### src/rtl/berger_b1_faulty_memory_pkg.sv
// Shared constants and the stored-word layout for the Berger B1 memory.
// A stored word is {check, data}, with check = number of ones in data.
package berger_b1_faulty_memory_pkg;

  localparam int DATA_W  = 8;
  localparam int ADDR_W  = 4;
  localparam int CHECK_W = $clog2(DATA_W + 1);
  localparam int DEPTH   = 2 ** ADDR_W;
  localparam int WORD_W  = DATA_W + CHECK_W;

  // Packed so that check lands in the upper bits: [11:8] check, [7:0] data.
  typedef struct packed {
    logic [CHECK_W-1:0] check;
    logic [DATA_W-1:0]  data;
  } word_t;

endpackage

### src/rtl/berger_ones_counter.sv
// Population count of a WIDTH-bit vector.
// Ports:
//   bits  - input vector
//   count - number of bits set in 'bits'
module berger_ones_counter #(
  parameter int WIDTH = 8,
  parameter int CNT_W = $clog2(WIDTH + 1)
) (
  input  logic [WIDTH-1:0] bits,
  output logic [CNT_W-1:0] count
);

  always_comb begin
    count = '0;
    for (int i = 0; i < WIDTH; i++) begin
      count = count + CNT_W'(bits[i]);
    end
  end

endmodule

### src/rtl/berger_b1_faulty_memory.sv
// 16-word register-file memory storing each byte with its Berger B1 check
// (the ones count of the data). The read path can be corrupted by a
// unidirectional fault mask; the check is recomputed over the faulted data
// and compared with the faulted stored check.
// Ports:
//   clk                       - clock, writes on rising edge
//   rst                       - asynchronous active-low reset, clears memory
//   input_data                - write data
//   input_addr                - shared read/write address
//   wr_en                     - write strobe
//   unidirectional_fault_mask - bit positions of the read word to corrupt
//   fault_enable              - apply the mask when high
//   fault_zero_to_one         - 0: masked bits forced to 0, 1: forced to 1
//   output_data               - data field of the faulted read word
//   one_to_zero_error         - recomputed check differs from stored check
module berger_b1_faulty_memory
  import berger_b1_faulty_memory_pkg::*;
(
  input  logic              clk,
  input  logic              rst,
  input  logic [DATA_W-1:0] input_data,
  input  logic [ADDR_W-1:0] input_addr,
  input  logic              wr_en,
  input  logic [WORD_W-1:0] unidirectional_fault_mask,
  input  logic              fault_enable,
  input  logic              fault_zero_to_one,
  output logic [DATA_W-1:0] output_data,
  output logic              one_to_zero_error
);

  word_t              mem_reg [DEPTH];
  word_t              write_word;
  word_t              raw_word;
  word_t              faulted_word;
  logic [CHECK_W-1:0] write_check;
  logic [CHECK_W-1:0] read_check;

  // Encoder on the write side.
  berger_ones_counter #(
    .WIDTH (DATA_W),
    .CNT_W (CHECK_W)
  ) u_write_counter (
    .bits  (input_data),
    .count (write_check)
  );

  assign write_word = '{check: write_check, data: input_data};

  // Asynchronous clear is required here, so the array is held in flops
  // rather than block RAM.
  always_ff @(posedge clk or negedge rst) begin
    if (!rst) begin
      for (int i = 0; i < DEPTH; i++) begin
        mem_reg[i] <= '0;
      end
    end else if (wr_en) begin
      mem_reg[input_addr] <= write_word;
    end
  end

  // Zero-latency read with fault injection applied to the whole word,
  // check field included.
  always_comb begin
    raw_word     = mem_reg[input_addr];
    faulted_word = raw_word;
    if (fault_enable) begin
      if (fault_zero_to_one) begin
        faulted_word = raw_word | unidirectional_fault_mask;
      end else begin
        faulted_word = raw_word & ~unidirectional_fault_mask;
      end
    end
  end

  // Checker on the read side, over the faulted data.
  berger_ones_counter #(
    .WIDTH (DATA_W),
    .CNT_W (CHECK_W)
  ) u_read_counter (
    .bits  (faulted_word.data),
    .count (read_check)
  );

  // No correction: data is passed through as faulted. A 1->0 fault that
  // drops data ones and stored check to the same value is undetectable.
  assign output_data       = faulted_word.data;
  assign one_to_zero_error = (read_check != faulted_word.check);

endmodule

### config.mk
export PLATFORM = sky130hd
export DESIGN_NAME = berger_b1_faulty_memory
export DESIGN_NICKNAME = d
export VERILOG_FILES = /design/src/rtl/berger_b1_faulty_memory_pkg.sv /design/src/rtl/berger_ones_counter.sv /design/src/rtl/berger_b1_faulty_memory.sv
export SDC_FILE = /design/constraint.sdc
export NUM_CORES = 1
export LEC_CHECK = 0
export ABC_AREA = 1
export BUFFER_PORTS_ARGS = -buffer_cell sky130_fd_sc_hd__buf_2
export CAP_MARGIN = 20
export CORE_AREA = 2 2 149 151
export CTS_BUF_LIST = sky130_fd_sc_hd__clkbuf_4 sky130_fd_sc_hd__clkbuf_8 sky130_fd_sc_hd__clkbuf_16
export CTS_CLUSTER_SIZE = 10
export DETAILED_ROUTE_END_ITERATION = 8
export DIE_AREA = 0 0 151 153
export MAX_ROUTING_LAYER = met4
export RECOVER_POWER = 100
export SYNTH_ARGS = -nofsm -noshare
export SYNTH_HDL_FRONTEND = slang
export SYNTH_HIERARCHICAL = 1
export SYNTH_SLANG_ARGS = --single-unit
export TNS_END_PERCENT = 10
### constraint.sdc
create_clock -name clk -period 12.2 [get_ports clk]
set_clock_uncertainty 0.2 [all_clocks]
set_input_delay 2.44 -clock clk [delete_from_list [all_inputs] [get_ports clk]]
set_output_delay 2.44 -clock clk [all_outputs]
set_load 0.05 [all_outputs]
==> results of run 1 <==
## cell type report
class,instances,area [sq um]
fillers,2159,11500
flip-flops and latches,192,4800
multi-input cells,768,3660
clock buffers,17,425
well taps,280,350
inverters,72,273
clock inverters,15,226
repair buffers,44,215
## per-layer routing
| layer | wire length (um) | share of wire (%) |
|---|---|---|
| met5 | 0 | 0 |
| met4 | 290 | 1.2 |
| met3 | 1090 | 4.5 |
| met1 | 11600 | 47 |
| met2 | 11400 | 47 |
## cell usage after synthesis (7+ instances only)
cell	instances	area [sq um]
a21oi_1	71	355
a22oi_1	64	480
buf_2	35	175
buf_4	7	52.6
clkbuf_1	28	105
dfrtp_1	192	4800
fa_1	8	160
inv_1	68	255
nand2_1	352	1320
nand3_1	11	55.1
nand4_1	8	50.1
nor2_1	83	312
o21ai_0	130	651
o21ai_1	8	40.0
o22a_1	8	70.1
## power by group through the flow
stage               registers (mW)  logic (mW)  clock network (mW)
finish                       0.873       0.417               0.616
global route                 0.890       0.482               0.652
CTS                          0.872       0.424               0.627
detailed placement           0.884       0.422                   0
global placement             0.884       0.410                   0
floorplan                    0.858       0.318                   0
## worst max-delay path, stage by stage
cell,delay (ns)
clkbuf_1,0.77
inv_4,0.24
nor2_1,1.03
buf_4,0.44
a22oi_1,0.11
nand2_1,0.10
nand2_1,0.07
nand4_1,0.10
o22a_1,0.15
inv_1,0.06
fa_1,0.60
fa_1,0.45
fa_1,0.47
fa_1,0.46
inv_1,0.07
nand2_1,0.05
nand2_1,0.07
inv_1,0.04
nand3_1,0.07
nand2_1,0.06
nor2_1,0.09
nand2_1,0.07
buf_2,0.21
## cell families (layout without fill, tap and decap cells)
group,after synthesis,count (layout),share of synthesized area [%]
buffers and inverters,143,148,6.67
adder cells (fa/ha/maj),14,14,2.58
flip-flops,192,192,52.6
AND/OR/NAND/NOR,470,470,20.4
AO/OA/AOI/OAI,284,284,17.7
## placed cells by master (no fill, tap or decap), types with 3 or more instances in the layout
cell | synthesis | layout
a22oi_1 | 64 | 64
o22a_1 | 8 | 8
clkbuf_1 | 28 | 12
inv_1 | 68 | 69
ha_1 | 6 | 6
dfrtp_1 | 192 | 192
bufinv_16 | 0 | 4
clkinv_4 | 0 | 3
clkbuf_16 | 0 | 17
nand3_1 | 11 | 11
buf_4 | 7 | 4
buf_2 | 35 | 27
inv_8 | 0 | 3
nor2_1 | 83 | 92
fa_1 | 8 | 8
o21ai_0 | 130 | 137
nand4_1 | 8 | 8
a21oi_1 | 71 | 71
nand2_1 | 352 | 355
## per-stage QoR
step / power (mW) / util, % / instances
detailed placement: 1.31 / 43.7 / 1355
floorplan: 1.18 / - / 1103
global route: 2.02 / 46.4 / 1388
CTS: 1.92 / 46.7 / 1387
finish: 1.91 / 46.4 / 1388
global placement: 1.29 / 43.7 / 1355
## path summary, 6_finish.rpt
check                              start           endpoint  depth (start not counted)  slack [ns]
min reg2reg                 mem_reg[177]       mem_reg[177]                          2        0.29
min in group asynchronous            rst       mem_reg[106]                          1        3.21
max reg2reg                 mem_reg[110]       mem_reg[110]                          2       11.24
max                        input_addr[1]  one_to_zero_error                         23        1.30
min                         mem_reg[177]       mem_reg[177]                          2        0.29
max in group asynchronous            rst        mem_reg[74]                          3        3.27
==> metrics.md, run 1 <==
| Metric | Value |
|---|---|
| Max VDD drop | 0.0870 mV |
| First-pass GRT wire length | 39.4 mm |
| H-tree depth | 4 |
| Clock sinks | 192 |
| Clock share of power | 32.3% |
| Final #Nets | 1138 |
| Drc violations | 0 |
| All-Layer GR Usage | 22.8% |
| CTS Buf Count | 17 |
| Comb power frac | 21.9% |
| Pwr Density | 191 nW/um^2 |
| Syn nets | 1146 |
| DR pass1 iterations | 5 |
| Final setup viols | 0 |
| Routed WL | 24.4 mm |
| Port bufs | 37 |
| Yosys warning total | 6 |
| GRT busiest layer | met2 |
| EDFF count, synth | 0 |
| Die area | 23100 sq um |
| Setup Buffers After CTS | 0 |
| Share of cells above drive strength 1 | 6.23% |
| Failing checks | capacitance limit, slew limit |
| Max Cap Violations | 8 |
| CP required | 9.56 ns |
| Unique cell type count in the Yosys netlist | 25 |
| Clk buf depth | 2 |
| Post-route cell area | 9960 sq um |
| Num rows | 54 |
| Wire per inst | 17.6 um |
| ANT cells | 0 |
| Syn Area/Cell | 8.28 sq um |
| Initial antenna violation count | 0 |
| DRT iter0 DRCs | 537 |
| Hold slack final | 0.287 ns |
| Antenna-violating nets left | 0 |
| Status | finished, violations left |
| Worst-margin pin slew | 4.04 ns |
| Cell area after synthesis | 9130 sq um |
| Core area | 21500 sq um |
| Part of the power in registers | 45.8% |
| Setup TNS | 0 ns |
| Post-synth ARST share | 100% |
| Seq cells post-synth | 192 |
| Setup WS pre-CTS | 2.43 ns |
| Post-CTS Resized | 0 |
| Final Hold Violating Endpoints | 0 |
| P&R area growth vs syn | 9.04% |
| Critical path arrival | 8.26 ns |
| Vias in the first global route | 7112 |
| Root Buffer | clkbuf_16 |
| Area after DPL | 9390 sq um |
| Initial Utilization | 42.5% |
| Routability cong. | 0.835 |
| Sw Share | 32.3% |
| GR Util met3 | 4.72% |
| Critical path class | in2out |
| Register area share after synthesis | 52.6% |
| Max FFs per register | 192 |
| Die W | 151 um |
| Cell internal pwr | 1.29 mW |
| Hold Crit Class | reg2reg |
| Clock-pin slew on the worst setup and hold paths | 0.07 ns |
| Chip height | 153 um |
| CP Launch Type | primary input |
| Worst setup margin | 1.30 ns |
| Vias post-DR | 7219 |
| Synth Flop Type | dfrtp_1 |
| GRT overflow | 0 |
| Post-route minimum period | 10.90 ns |
| Net Switching | 0.616 mW |
| Endpoint class of the critical path | output port |
| Hold Buf Count CTS | 0 |
| RSZ-0062 raised after global routing | false |
| Crit Path Max Fanout | 20 |
| Largest net degree at the start of global routing | 75 |
| CTS tree | done |
| Peak Freq | 91.7 MHz |
| Final period utilization | 89.4% |
| Pleak | 4.80 nW |
| GR met2 Demand/Resource | 35.5% |
| GRT met1 Usage | 31.1% |
| Via/cell ratio | 5.20 |
| Placed wire-length estimate | 15.9 mm |
| Final Max Tran Viols | 322 |
| Num ports | 38 |
| Worst-Skew Late Latency | 0.43 ns |
| Relative max-transition margin | -169% |
| Post-synthesis cell count | 1103 |
Note: power is estimated with default switching activity, not from simulation.
==> run 2: changes to the inputs <==
Settings changed: ABC_AREA 1 to 0, CORE_AREA 2 2 149 151 to 2 2 151 153, DIE_AREA 0 0 151 153 to 0 0 153 155.
==> metrics.md, run 2 <==
| Metric | Value |
|---|---|
| Die area | 23700 sq um (+2.6%) |
| EDFF count, synth | 0 (unchanged) |
| Wire per inst | 24.2 um (+38%) |
| Seq cells post-synth | 192 (unchanged) |
| Register area share after synthesis | 51.1% (-1.5 points) |
| Area contributors post-synth | dfrtp_1, mux2_2, mux4_2 |
| Share of cells above drive strength 1 | 48.0% (+42 points) |
| CP required | 9.56 ns (about the same) |
| Post-synthesis cell count | 620 (-44%) |
| Hold Crit Class | reg2reg |
| Die W | 153 um (+1.3%) |
| All-Layer GR Usage | 21.1% (-1.8 points) |
| Pwr Density | 200 nW/um^2 (+4.3%) |
| Area after DPL | 9860 sq um (+5.1%) |
| Via/cell ratio | 5.68 (+9.2%) |
| CTS Buf Count | 17 (unchanged) |
| Antenna-violating nets left | 0 (unchanged) |
| Unique cell type count in the Yosys netlist | 41 (+64%) |
| H-tree depth | 4 (unchanged) |
| Critical path class | in2out |
| Critical path arrival | 8.44 ns (+0.18 ns) |
| Worst-margin pin slew | 5.93 ns (+1.90 ns) |
| Clk buf depth | 2 (unchanged) |
| Clock sinks | 192 (unchanged) |
| ANT cells | 0 (unchanged) |
| Relative max-transition margin | -295% (-130 points) |
| Clock-pin slew on the worst setup and hold paths | 0.06 ns (about the same) |
| CP Launch Type | primary input |
| Vias in the first global route | 5883 (-17%) |
| Port bufs | 37 (unchanged) |
| Drc violations | 0 (unchanged) |
| Num ports | 38 (unchanged) |
| Chip height | 155 um (+1.3%) |
| DRT iter0 DRCs | 273 (-49%) |
| Worst-Skew Late Latency | 0.43 ns (about the same) |
| Core area | 22200 sq um (+3.5%) |
| Max VDD drop | 0.0884 mV (+1.5%) |
| Setup Buffers After CTS | 0 (unchanged) |
| Crit Path Max Fanout | 28 (+40%) |
| Hold Buf Count CTS | 0 (unchanged) |
| Yosys warning total | 6 (unchanged) |
| Max FFs per register | 192 (unchanged) |
| Largest net degree at the start of global routing | 111 (+48%) |
| GRT overflow | 0 (unchanged) |
| Peak Freq | 90.2 MHz (-1.6%) |
| Final Hold Violating Endpoints | 0 (unchanged) |
| Final Max Tran Viols | 210 (-35%) |
| Final period utilization | 90.8% (+1.5 points) |
| Failing checks | capacitance limit, slew limit |
| Syn nets | 663 (-42%) |
| Max Cap Violations | 5 (-3) |
| Endpoint class of the critical path | output port |
| Post-synth ARST share | 100% (unchanged) |
| Vias post-DR | 5356 (-26%) |
| Synth top cells by count | mux2_2, dfrtp_1, mux4_2, inv_1, buf_2 |
| Final #Nets | 689 (-39%) |
| Routed WL | 22.8 mm (-6.3%) |
| Routability cong. | 0.868 (+4.0%) |
| Synth area leader | dfrtp_1 |
| First-pass GRT wire length | 36.0 mm (-8.8%) |
| CTS tree | done |
| Initial antenna violation count | 0 (unchanged) |
| Post-route cell area | 10400 sq um (+4.6%) |
| Syn Area/Cell | 15.2 sq um (+83%) |
| Initial Utilization | 42.3% (-0.19 points) |
| Setup TNS | 0 ns (unchanged) |
| Post-route minimum period | 11.08 ns (+0.179 ns) |
| Num rows | 55 (+1.9%) |
| Cell area after synthesis | 9410 sq um (+3.0%) |
| Root Buffer | clkbuf_16 |
| Yosys top cell area share | 51.1% (-1.5 points) |
| Most frequent cells in the layout | mux2_2, dfrtp_1, mux4_2, buf_2, inv_1 |
| Final setup viols | 0 (unchanged) |
| DR pass1 iterations | 4 (-1) |
| Placed wire-length estimate | 14.6 mm (-7.8%) |
| Post-CTS Resized | 0 (unchanged) |
| P&R area growth vs syn | 10.8% |
| Status | finished, violations left |
| Synth Flop Type | dfrtp_1 |
| Pleak | 4.51 nW (-6.0%) |
| Most numerous cell in the Yosys netlist | mux2_2 |
| RSZ-0062 raised after global routing | false |
| Most common cell after layout, fill and taps aside | mux2_2 |
run 2: cell types whose count changed in the layout (fill, tap and decap cells not counted), moves of 13 or more:
cell     change
nand2_1    -339
mux2_2     +203
o21ai_0    -134
nor2_1      -79
a21oi_1     -69
a22oi_1     -64
mux4_2      +45
inv_1       -44
mux2i_1     +13
run 2: final timing paths:
| path | start | end | slack (ns) | cells after the start |
|---|---|---|---|---|
| min in group asynchronous | rst | mem_reg[43] | 4.01 | 1 |
| worst max-delay path | input_addr[1] | one_to_zero_error | 1.12 | 17 |
| worst max register to register | mem_reg[156] | mem_reg[156] | 11.22 | 1 |
| worst min-delay path | mem_reg[115] | mem_reg[115] | 0.30 | 1 |
| worst min register to register | mem_reg[115] | mem_reg[115] | 0.30 | 1 |
| max in group asynchronous | rst | mem_reg[159] | 4.33 | 3 |
run 2: area by class of cell:
type / instances / area [sq um]
Sequential cell: 192 / 4800
Inverter: 25 / 93.8
Clock buffer: 17 / 425
Fill cell: 1967 / 11800
Timing Repair Buffer: 54 / 270
Tap cell: 285 / 357
Clock inverter: 14 / 203
Multi-Input combinational cell: 356 / 4270
run 2: through the flow:
| step | utilization, % | cells | total power [mW] | hold slack (ns) | setup slack [ns] |
|---|---|---|---|---|---|
| 6_report | 46.9 | 943 | 2.08 | 0.302 | 1.12 |
| 3_5_place_dp | 44.4 | 911 | 1.49 | 0.288 | 1.93 |
| 3_3_place_gp | 44.4 | 911 | 1.46 | 0.282 | 1.95 |
| 5_1_grt | 46.9 | 943 | 2.19 | 0.312 | 0.829 |
| 4_1_cts | 47.2 | 942 | 2.09 | 0.304 | 1.90 |
| 2_1_floorplan | - | 620 | 1.34 | 0.272 | 2.14 |
run 2: power breakdown:
| group | internal [mW] | switching [mW] |
|---|---|---|
| Sequential | 0.814 | 0.0872 |
| Clock | 0.347 | 0.256 |
| Combinational | 0.309 | 0.267 |
run 2: logic make-up (layout without fill, tap and decap cells):
| logic type | after synthesis | in the layout | share of synthesized area, % |
|---|---|---|---|
| muxes | 266 | 266 | 37.9 |
| DFF | 192 | 192 | 51.1 |
| buffers and inverters | 72 | 110 | 3.56 |
| and+or+nand+nor | 50 | 50 | 2.75 |
| AOI/OAI and AO/OA | 23 | 23 | 1.98 |
| adders and majority gates | 14 | 14 | 2.50 |
| xor gates and xnor gates | 3 | 3 | 0.279 |
run 2: metal layers:
metal	vias to the layer above	part of all wire (%)	track usage, %
met2	98	50	34.1
met1	2916	46	27.4
met3	27	2.6	3.26
li1	2315	-	-
met4	0	1.9	7.01
met5	-	0	-
run 2: critical path, cell delays in order:
cell and delay [ns]:
clkbuf_1 1.32, buf_4 0.48, mux4_2 0.34, mux4_2 0.50, mux2_2 0.30, ha_1 0.32, inv_1 0.09, fa_1 0.43
fa_1 0.46, fa_1 0.47, xnor2_1 0.18, a221oi_1 0.30, o22ai_1 0.12, nand2_1 0.08, nand4_1 0.08, a211o_1 0.28
buf_2 0.21
